`config.mk`:
```
export PLATFORM = sky130hd
export DESIGN_NAME = dds_poly
export DESIGN_NICKNAME = d
export VERILOG_FILES = /design/src/rtl/dds_pkg.sv /design/src/rtl/dds_phase_map.sv /design/src/rtl/sine_rom.sv /design/src/rtl/dds_poly.sv
export SDC_FILE = /design/constraint.sdc
export NUM_CORES = 1
export LEC_CHECK = 0
export ABC_AREA = 1
export CAP_MARGIN = 25
export CORE_MARGIN = 1.5
export CORE_UTILIZATION = 60
export DETAILED_ROUTE_END_ITERATION = 12
export MAX_ROUTING_LAYER = met4
export PLACE_DENSITY = 0.8
export SLEW_MARGIN = 15
export SYNTH_ARGS = -nofsm -noshare
export SYNTH_HDL_FRONTEND = slang
export SYNTH_SLANG_ARGS = --single-unit
```
`constraint.sdc`:
```
create_clock -name clk -period 11.31 [get_ports clk]
set_input_delay 2.262 -clock clk [delete_from_list [all_inputs] [get_ports clk]]
set_output_delay 2.262 -clock clk [all_outputs]
set_load 0.05 [all_outputs]
```
`src/rtl/dds_pkg.sv`:
```
// Shared types and helpers for the polyphonic DDS.
// No logic; no latency.
// No flow control.
package dds_pkg;

    typedef enum logic [1:0] {
        IDLE  = 2'd0,
        SCAN  = 2'd1,
        DRAIN = 2'd2,
        DONE  = 2'd3
    } state_t;

    localparam int MIX_SAT = 0;
    localparam int MIX_AVG = 1;

    function automatic int clog2(input int n);
        int r;
        r = 0;
        for (int i = 0; i < 31; i++) begin
            if ((1 << i) < n) r = i + 1;
        end
        return r;
    endfunction

    function automatic int acc_width(input int dw, input int voices);
        return dw + clog2(voices);
    endfunction

endpackage

```
`src/rtl/dds_phase_map.sv`:
```
// Maps an accumulator phase onto a quarter-wave ROM address plus output sign.
// Latency: combinational.
// No flow control.
module dds_phase_map #(
    parameter int PHASE_W = 22,
    parameter int ROM_AW  = 10
) (
    input  logic [PHASE_W-1:0] phase,
    output logic [ROM_AW-1:0]  rom_addr,
    output logic               sign
);

    logic              mirror;
    logic [ROM_AW-1:0] a;

    assign sign     = phase[PHASE_W-1];
    assign mirror   = phase[PHASE_W-2];
    assign a        = phase[PHASE_W-3 -: ROM_AW];
    assign rom_addr = mirror ? ~a : a;

    // Fractional phase below ROM resolution is deliberately discarded.
    if (PHASE_W > ROM_AW + 2) begin : g_frac
        logic frac_unused;
        assign frac_unused = ^phase[PHASE_W-3-ROM_AW:0];
    end

endmodule

```
`src/rtl/sine_rom.sv`:
```
// Quarter-wave sine magnitude table, 2^AW entries, non-negative, full scale 2^(DW-1)-1.
// Latency: one cycle registered read.
// No flow control; a new address may be presented every cycle.
module sine_rom #(
    parameter int AW = 10,
    parameter int DW = 16
) (
    input  logic          clk,
    input  logic [AW-1:0] addr,
    output logic [DW-1:0] data
);

    // Parabolic fit of sin over the first quadrant, sampled at bin centres.
    function automatic logic [DW-1:0] quarter_sine(input logic [AW-1:0] a);
        logic [63:0] x;
        logic [63:0] prod;
        x    = {{(64-AW){1'b0}}, a} * 64'd2 + 64'd1;
        prod = x * ((64'd1 << (AW + 2)) - x) * ((64'd1 << (DW - 1)) - 64'd1);
        return DW'(prod >> (2 * AW + 2));
    endfunction

    always_ff @(posedge clk) begin
        data <= quarter_sine(addr);
    end

endmodule

```
`src/rtl/dds_poly.sv`:
```
// Polyphonic DDS: VOICES phase accumulators sharing one sine ROM, mixed into one sample.
// Latency: new_sample_ready VOICES+2 cycles after the accepting edge.
// No backpressure; pulses arriving mid-sweep are dropped and flagged in sticky overrun.
module dds_poly
    import dds_pkg::*;
#(
    parameter int VOICES   = 4,
    parameter int PHASE_W  = 22,
    parameter int ROM_AW   = 10,
    parameter int DW       = 16,
    parameter int MIX_MODE = 0
) (
    input  logic                      clk,
    input  logic                      reset,
    input  logic                      sampling_pulse,
    input  logic [VOICES*PHASE_W-1:0] k,
    input  logic [VOICES-1:0]         voice_en,
    input  logic [VOICES-1:0]         phase_clr,
    output logic [DW-1:0]             sample,
    output logic                      new_sample_ready,
    output logic                      busy,
    output logic                      overrun
);

    localparam int SH    = clog2(VOICES);
    localparam int ACC_W = acc_width(DW, VOICES);
    localparam int IDX_W = (SH > 0) ? SH : 1;
    localparam logic signed [ACC_W-1:0] SAT_HI = ACC_W'((2 ** (DW - 1)) - 1);
    localparam logic signed [ACC_W-1:0] SAT_LO = ACC_W'(-(2 ** (DW - 1)));

    state_t                    state, state_nxt;
    logic [IDX_W-1:0]          idx;
    logic [PHASE_W-1:0]        phase [VOICES];
    logic                      accept;
    logic [ROM_AW-1:0]         rom_addr;
    logic                      sign;
    logic [DW-1:0]             rom_data;
    logic                      s_d, en_d;
    logic signed [ACC_W-1:0]   acc, mag, value;
    logic                      acc_en;
    logic [DW-1:0]             mix;

    assign accept = (state == IDLE) && sampling_pulse;
    assign acc_en = ((state == SCAN) && (idx != '0)) || (state == DRAIN);

    always_ff @(posedge clk or posedge reset) begin
        if (reset) state <= IDLE;
        else       state <= state_nxt;
    end

    always_comb begin
        state_nxt = state;
        busy      = (state != IDLE);
        case (state)
            IDLE:    if (sampling_pulse) state_nxt = SCAN;
            SCAN:    if (idx == IDX_W'(VOICES - 1)) state_nxt = DRAIN;
            DRAIN:   state_nxt = DONE;
            DONE:    state_nxt = IDLE;
            default: state_nxt = IDLE;
        endcase
    end

    always_ff @(posedge clk or posedge reset) begin
        if (reset) begin
            idx <= '0;
        end else if (accept) begin
            idx <= '0;
        end else if ((state == SCAN) && (idx != IDX_W'(VOICES - 1))) begin
            idx <= idx + IDX_W'(1);
        end
    end

    // Retrigger wins over advance; disabled voices freeze their phase.
    always_ff @(posedge clk or posedge reset) begin
        if (reset) begin
            for (int i = 0; i < VOICES; i++) phase[i] <= '0;
        end else if (accept) begin
            for (int i = 0; i < VOICES; i++) begin
                if (phase_clr[i])     phase[i] <= '0;
                else if (voice_en[i]) phase[i] <= phase[i] + k[i*PHASE_W +: PHASE_W];
            end
        end
    end

    dds_phase_map #(
        .PHASE_W (PHASE_W),
        .ROM_AW  (ROM_AW)
    ) u_map (
        .phase    (phase[idx]),
        .rom_addr (rom_addr),
        .sign     (sign)
    );

    sine_rom #(
        .AW (ROM_AW),
        .DW (DW)
    ) u_rom (
        .clk  (clk),
        .addr (rom_addr),
        .data (rom_data)
    );

    // Sign and enable travel one cycle behind the address to line up with ROM data.
    always_ff @(posedge clk or posedge reset) begin
        if (reset) begin
            s_d  <= 1'b0;
            en_d <= 1'b0;
        end else begin
            s_d  <= sign;
            en_d <= voice_en[idx];
        end
    end

    assign mag   = ACC_W'(rom_data);
    assign value = !en_d ? '0 : (s_d ? -mag : mag);

    always_ff @(posedge clk or posedge reset) begin
        if (reset)       acc <= '0;
        else if (accept) acc <= '0;
        else if (acc_en) acc <= acc + value;
    end

    always_comb begin
        mix = DW'(acc);
        if (MIX_MODE == MIX_AVG)  mix = DW'(acc >>> SH);
        else if (acc > SAT_HI)    mix = SAT_HI[DW-1:0];
        else if (acc < SAT_LO)    mix = SAT_LO[DW-1:0];
    end

    always_ff @(posedge clk or posedge reset) begin
        if (reset) begin
            sample           <= '0;
            new_sample_ready <= 1'b0;
            overrun          <= 1'b0;
        end else begin
            new_sample_ready <= (state == DONE);
            if (state == DONE) sample <= mix;
            if (sampling_pulse && (state != IDLE)) overrun <= 1'b1;
        end
    end

endmodule

```
==> flow_summary.yaml, run 1 <==
sta:
  tightest_slew_ps: 952
  relSlewSlack_pct: 36.5
  slew_violations: 0
  grt_setup_unrepaired: "false"
  fin_tns_setup_ps: 0
  max_freq_mhz: 92.2
  hold_viol: 0
  period_needed_ps: 10840
  finalSetupViolCount: 0
  fin_skew_ps: 17.0
  fin_crit_sh_pct: 95.9
placed_design:
  dp_hpwl_um: 55200
  gp_congestion: 1.04
  io_buffers: 117
drt:
  viasPerCell: 5.64
  ant_nets: 0
  num_vias: 21500
  drt_wl_total_um: 65500
  drc: 0
  first_pass_iters: 6
  wire_per_inst_um: 17.2
  drt_iter0_markers: 1504
synthesis:
  ys_ff_latch: 146
  yosys_most_used_dff: "dfrtp_1"
  yosysWarningCount: 0
  seq_area_frac_synth_pct: 15.6
  synthCells: 3153
  avgSynthCellArea_um2: 7.28
  synthDistinctLibCells: 57
  netlist_area_mm2: 0.0230
  synthArstFlopShare_pct: 89.0
  synth_edf_count: 0
  syn_nets: 3750
finish:
  fin_nets: 3875
  drive_above_1_share_pct: 5.14
  multi_input_area_mm2: 0.0171
  nFillCells: 3294
  synthToLayoutAreaGrowth_pct: 11.3
  register_area_mm2: 0.00357
global_routing:
  grt_antenna_before_repair: 3
  grt_overflow: 0
  grt_max_degree: 73
  grt_pass1_vias: 21000
  grt_pass1_wl_um: 106000
  grt_usage_pct: 35.0
die:
  die_area_mm2: 0.0395
  coreArea_mm2: 0.0377
  row_count: 71
  start_util_pct: 61.0
  die_x_um: 199
  ios: 118
  die_h_um: 199
hold_path:
  hold_path_depth: 1
  hold_path_class: "flop to flop"
critical_path:
  startpoint_type: "flop"
  r2r_cells: 42
  critical_path.max_stage_delay_ps: 610
  critPathTopFamily: "adder cells"
  path_common_cell: "inv_1"
  crit_arrival_ps: 11190
  path_depth: 42
  critPathMaxFanout: 19
  critPathKind: "flop to flop"
  crit_buf_inv: 14
  endpoint_kind: "flop"
  crit_required_ps: 11650
  crit_slowest_cell: "fa_1"
clock_tree:
  htreeDepth: 4
  cts_buffer_depth: 2
  cts_buffers: 17
  cts.sink_count: 146
  cts_tree: "built"
  clk_latency_ps: 460
  cts-root-buf: "clkbuf_16"
  clk_pin_slew_ps: 70
  holdBufCountCts: 0
outcome:
  run_status: "finished, final reports clean"
job:
  drv_cap: 0
-- kinds of logic after synthesis --
group,share of synthesized area [%]
simple gates,22.7
buf+inv,10.4
flops,15.6
compound gates,14.0
fa+ha+maj,34.1
xor+xnor,3.21
-- worst paths after layout --
path	start	to	slack, ps
worst min-delay path	overrun$_DFFE_PP0P_	overrun$_DFFE_PP0P_	480
worst max register to register	idx[0]$_DFFE_PP0P_	u_rom.data[7]$_DFF_P_	470
worst min register to register	overrun$_DFFE_PP0P_	overrun$_DFFE_PP0P_	480
min in group asynchronous	reset	phase[33]$_DFFE_PP0P_	2240
max in group asynchronous	reset	phase[8]$_DFFE_PP0P_	7920
worst max-delay path	idx[0]$_DFFE_PP0P_	u_rom.data[7]$_DFF_P_	470
-- per-stage QoR --
step	hold slack, ps	setup slack (ps)	cell area (µm²)	util [%]	instances
4_1_cts	480	208	25300	67.2	3793
3_3_place_gp	440	350	24700	65.6	3760
3_5_place_dp	461	228	24700	65.6	3761
2_1_floorplan	453	1200	23000	-	3153
6_report	478	466	25600	67.9	3805
5_1_grt	495	17.8	25600	67.9	3805
-- state kept, by name (all words and copies together) (netlist names) --
register,cells
phase,88
overrun,1
acc,18
state,2
u_rom.data,16
sample,16
idx,2
en_d,1
new_sample_ready,1
s_d,1
-- synth_stat cells (all sizes together), types with 2 or more instances --
| master | count | area, µm² |
|---|---|---|
| clkinv | 2 | 7.51 |
| a21o | 28 | 210 |
| ha | 285 | 3570 |
| dfrtp | 130 | 3250 |
| o21a | 6 | 45.0 |
| clkbuf | 21 | 78.8 |
| xnor2 | 18 | 158 |
| o22ai | 17 | 106 |
| a22o | 11 | 96.3 |
| and2 | 3 | 18.8 |
| buf | 22 | 156 |
| o21bai | 24 | 180 |
| a32o | 8 | 80.1 |
| nor3 | 35 | 175 |
| a21oi | 219 | 1140 |
| fa | 213 | 4260 |
| a31oi | 6 | 37.5 |
| and3 | 3 | 18.8 |
| o211ai | 7 | 52.6 |
| dfxtp | 16 | 320 |
| nand4 | 25 | 156 |
| xor2 | 61 | 579 |
| nor2 | 253 | 965 |
| a21boi | 6 | 45.0 |
| nand3 | 144 | 731 |
| a31o | 4 | 35.0 |
| or2 | 13 | 81.3 |
| inv | 572 | 2150 |
| nand2 | 765 | 2960 |
| nor4 | 14 | 87.6 |
| o21ai | 194 | 982 |
| a221oi | 4 | 35.0 |
| o31ai | 13 | 97.6 |
-- placed cells by master (no fill, tap or decap), types with 5 or more instances in the layout --
cell	n
nand3_1	142
xnor2_1	18
nand2_2	23
a32o_1	8
nand2_1	736
a31oi_1	6
xor2_2	9
a21oi_1	207
nor2_2	6
a22o_1	11
inv_1	560
o31ai_1	13
nand4_1	25
inv_6	7
inv_2	9
a21oi_2	10
a21o_1	28
clkbuf_16	17
o211ai_1	7
nor2_1	247
o21ai_0	178
dfxtp_1	16
o21a_1	6
xor2_1	50
ha_1	281
fa_1	211
nor3_1	33
inv_8	5
a21boi_0	5
or2_2	12
nand2_4	6
buf_4	28
o21bai_1	24
nor4_1	12
o21ai_1	13
dfrtp_1	129
o22ai_1	17
clkdlybuf4s50_1	117
-- routing by layer --
layer | vias up | track usage (%) | part of all wire (%)
li1 | 10400 | - | -
met1 | 10300 | 44.3 | 43
met2 | 710 | 59.1 | 49
met3 | 110 | 4.17 | 5.4
met4 | 0 | 9.74 | 2.5
met5 | - | - | 0
-- layout make-up --
type                            count  area share (%)
Antenna cell                        3          0.0294
Sequential cell                   146            14.0
Clock buffer                       17            1.66
Multi-Input combinational cell   2390            67.0
Timing Repair Buffer              149            5.61
Clock inverter                     15           0.705
Inverter                          574            8.47
Tap cell                          511            2.50
-- timing repair --
item	4_1_cts	5_1_grt
setup endpoints to repair	0	15
buffers inserted	0	8
resized for setup	0	32
Power of run 1 is left out: the tool's default activity adds up to more than one toggle a clock period on the data nets, which glitch-free logic cannot reach.
==> inputs of run 2 (changes only) <==
--- a/config.mk
+++ b/config.mk
@@ -11,8 +11,9 @@
 export CORE_UTILIZATION = 60
 export DETAILED_ROUTE_END_ITERATION = 12
 export MAX_ROUTING_LAYER = met4
-export PLACE_DENSITY = 0.8
+export PLACE_DENSITY = 0.79
 export SLEW_MARGIN = 15
 export SYNTH_ARGS = -nofsm -noshare
 export SYNTH_HDL_FRONTEND = slang
+export SYNTH_HIERARCHICAL = 1
 export SYNTH_SLANG_ARGS = --single-unit
==> flow_summary.yaml, run 2 <==
outcome:
  run_status: "finished, final reports clean"
die:
  row_count: 74
  start_util_pct: 60.8
  die_h_um: 207
  ios: 118
  coreArea_mm2: 0.0409
  die_x_um: 207
  die_area_mm2: 0.0427
sta:
  relSlewSlack_pct: 56.0
  hold_viol: 0
  fin_skew_ps: 21.1
  max_freq_mhz: 93.4
  finalSetupViolCount: 0
  period_needed_ps: 10710
  slew_violations: 0
  tightest_slew_ps: 652
  fin_crit_sh_pct: 94.7
  fin_tns_setup_ps: 0
  worst_slack_ps: 601
  grt_setup_unrepaired: "false"
placed_design:
  gp_congestion: 1.00
  io_buffers: 117
  dpl_worst_slack_ps: 291
  dp_hpwl_um: 55400
drt:
  drt_wl_total_um: 65300
  drc: 0
  wire_per_inst_um: 15.5
  viasPerCell: 5.29
  ant_nets: 0
  first_pass_iters: 6
  num_vias: 22300
  drt_iter0_markers: 1639
global_routing:
  grt_overflow: 0
  grt_pass1_wl_um: 109000
  grt_usage_pct: 33.1
  grt_antenna_before_repair: 0
  grt_pass1_vias: 22000
  grt_max_degree: 78
clock_tree:
  clk_latency_ps: 460
  cts_buffers: 17
  htreeDepth: 4
  cts.sink_count: 146
  clk_pin_slew_ps: 70
  cts-root-buf: "clkbuf_16"
  cts_buffer_depth: 2
  cts_tree: "built"
  holdBufCountCts: 0
finish:
  reg_top3: "phase (88), acc (18)"
  synthToLayoutAreaGrowth_pct: 10.3
  drive_above_1_share_pct: 4.51
  largest_register_ffs: 88
  largest_register: "phase"
  final_common_cell: "nand2_1"
  final_util_pct: 67.1
  antenna_cells: 0
  fin_nets: 4330
  final_cell_mix: "nand2_1, inv_1, nor2_1"
critical_path:
  path_common_cell: "inv_1"
  critical_path.max_stage_delay_ps: 570
  startpoint_type: "flop"
  crit_slowest_cell: "fa_1"
  endpoint_kind: "flop"
  critPathKind: "flop to flop"
  crit_arrival_ps: 11030
  critPathMaxFanout: 27
  crit_required_ps: 11630
synthesis:
  syn_nets: 4205
  avgSynthCellArea_um2: 7.02
  yosysWarningCount: 6
  netlist_area_mm2: 0.0249
  synthCells: 3546
hold_path:
  hold_path_class: "flop to flop"
job:
  drv_cap: 0
## run 2: layout make-up
| type | instances | area [µm²] |
|---|---|---|
| clock buffers | 18 | 439 |
| flip-flops and latches | 146 | 3570 |
| multi-input cells | 2600 | 18300 |
| inverters | 750 | 2850 |
| clock inverters | 14 | 131 |
| well taps | 532 | 666 |
| repair buffers | 156 | 1480 |
| fillers | 3674 | 13500 |
## run 2: what timing repair did
item | 4_1_cts | 5_1_grt
resized for setup | 0 | 24
endpoints found under the setup margin | 0 | 16
buffers inserted | 0 | 13
endpoints found under the hold margin | 0 | 0
## run 2: critical path: cells and delay by family, from the launching register on
| kind | cells | cell delay (ps) |
|---|---|---|
| fa+ha+maj | 13 | 6140 |
| compound gates | 7 | 1080 |
| flops | 1 | 380 |
| buf+inv | 16 | 1760 |
| xor+xnor | 1 | 150 |
| simple gates | 12 | 1070 |
## run 2: metrics by stage
| stage | cells | hold WS [ps] | instance area [µm²] |
|---|---|---|---|
| after floorplan | 3546 | 453 | 24900 |
| after global placement | 4169 | 438 | 26700 |
| after detailed placement | 4169 | 445 | 26700 |
| after CTS | 4201 | 460 | 27200 |
| after global routing | 4216 | 476 | 27400 |
| final | 4216 | 457 | 27400 |
## run 2: metal layers
| layer | GRT usage (%) | wire length [µm] | vias up |
|---|---|---|---|
| met2 | 55.2 | 30500 | 613 |
| met4 | 7.17 | 1140 | 0 |
| met1 | 44.2 | 30200 | 10400 |
| met5 | - | 0 | - |
| met3 | 2.81 | 3410 | 76 |
| li1 | - | - | 11200 |
## run 2: final timing paths
kind                                     start                      to  slack [ps]  cells past startpoint
min                        overrun$_DFFE_PP0P_     overrun$_DFFE_PP0P_         460                      1
max                         idx[0]$_DFFE_PP0P_  u_rom/data[15]$_DFF_P_         600                     49
max reg2reg                 idx[0]$_DFFE_PP0P_  u_rom/data[15]$_DFF_P_         600                     49
max in group asynchronous                reset  sample[14]$_DFFE_PP0P_        7960                      4
min reg2reg                overrun$_DFFE_PP0P_     overrun$_DFFE_PP0P_         460                      1
min in group asynchronous                reset    phase[9]$_DFFE_PP0P_        2230                      2
Power of run 2 is left out for the same reason.
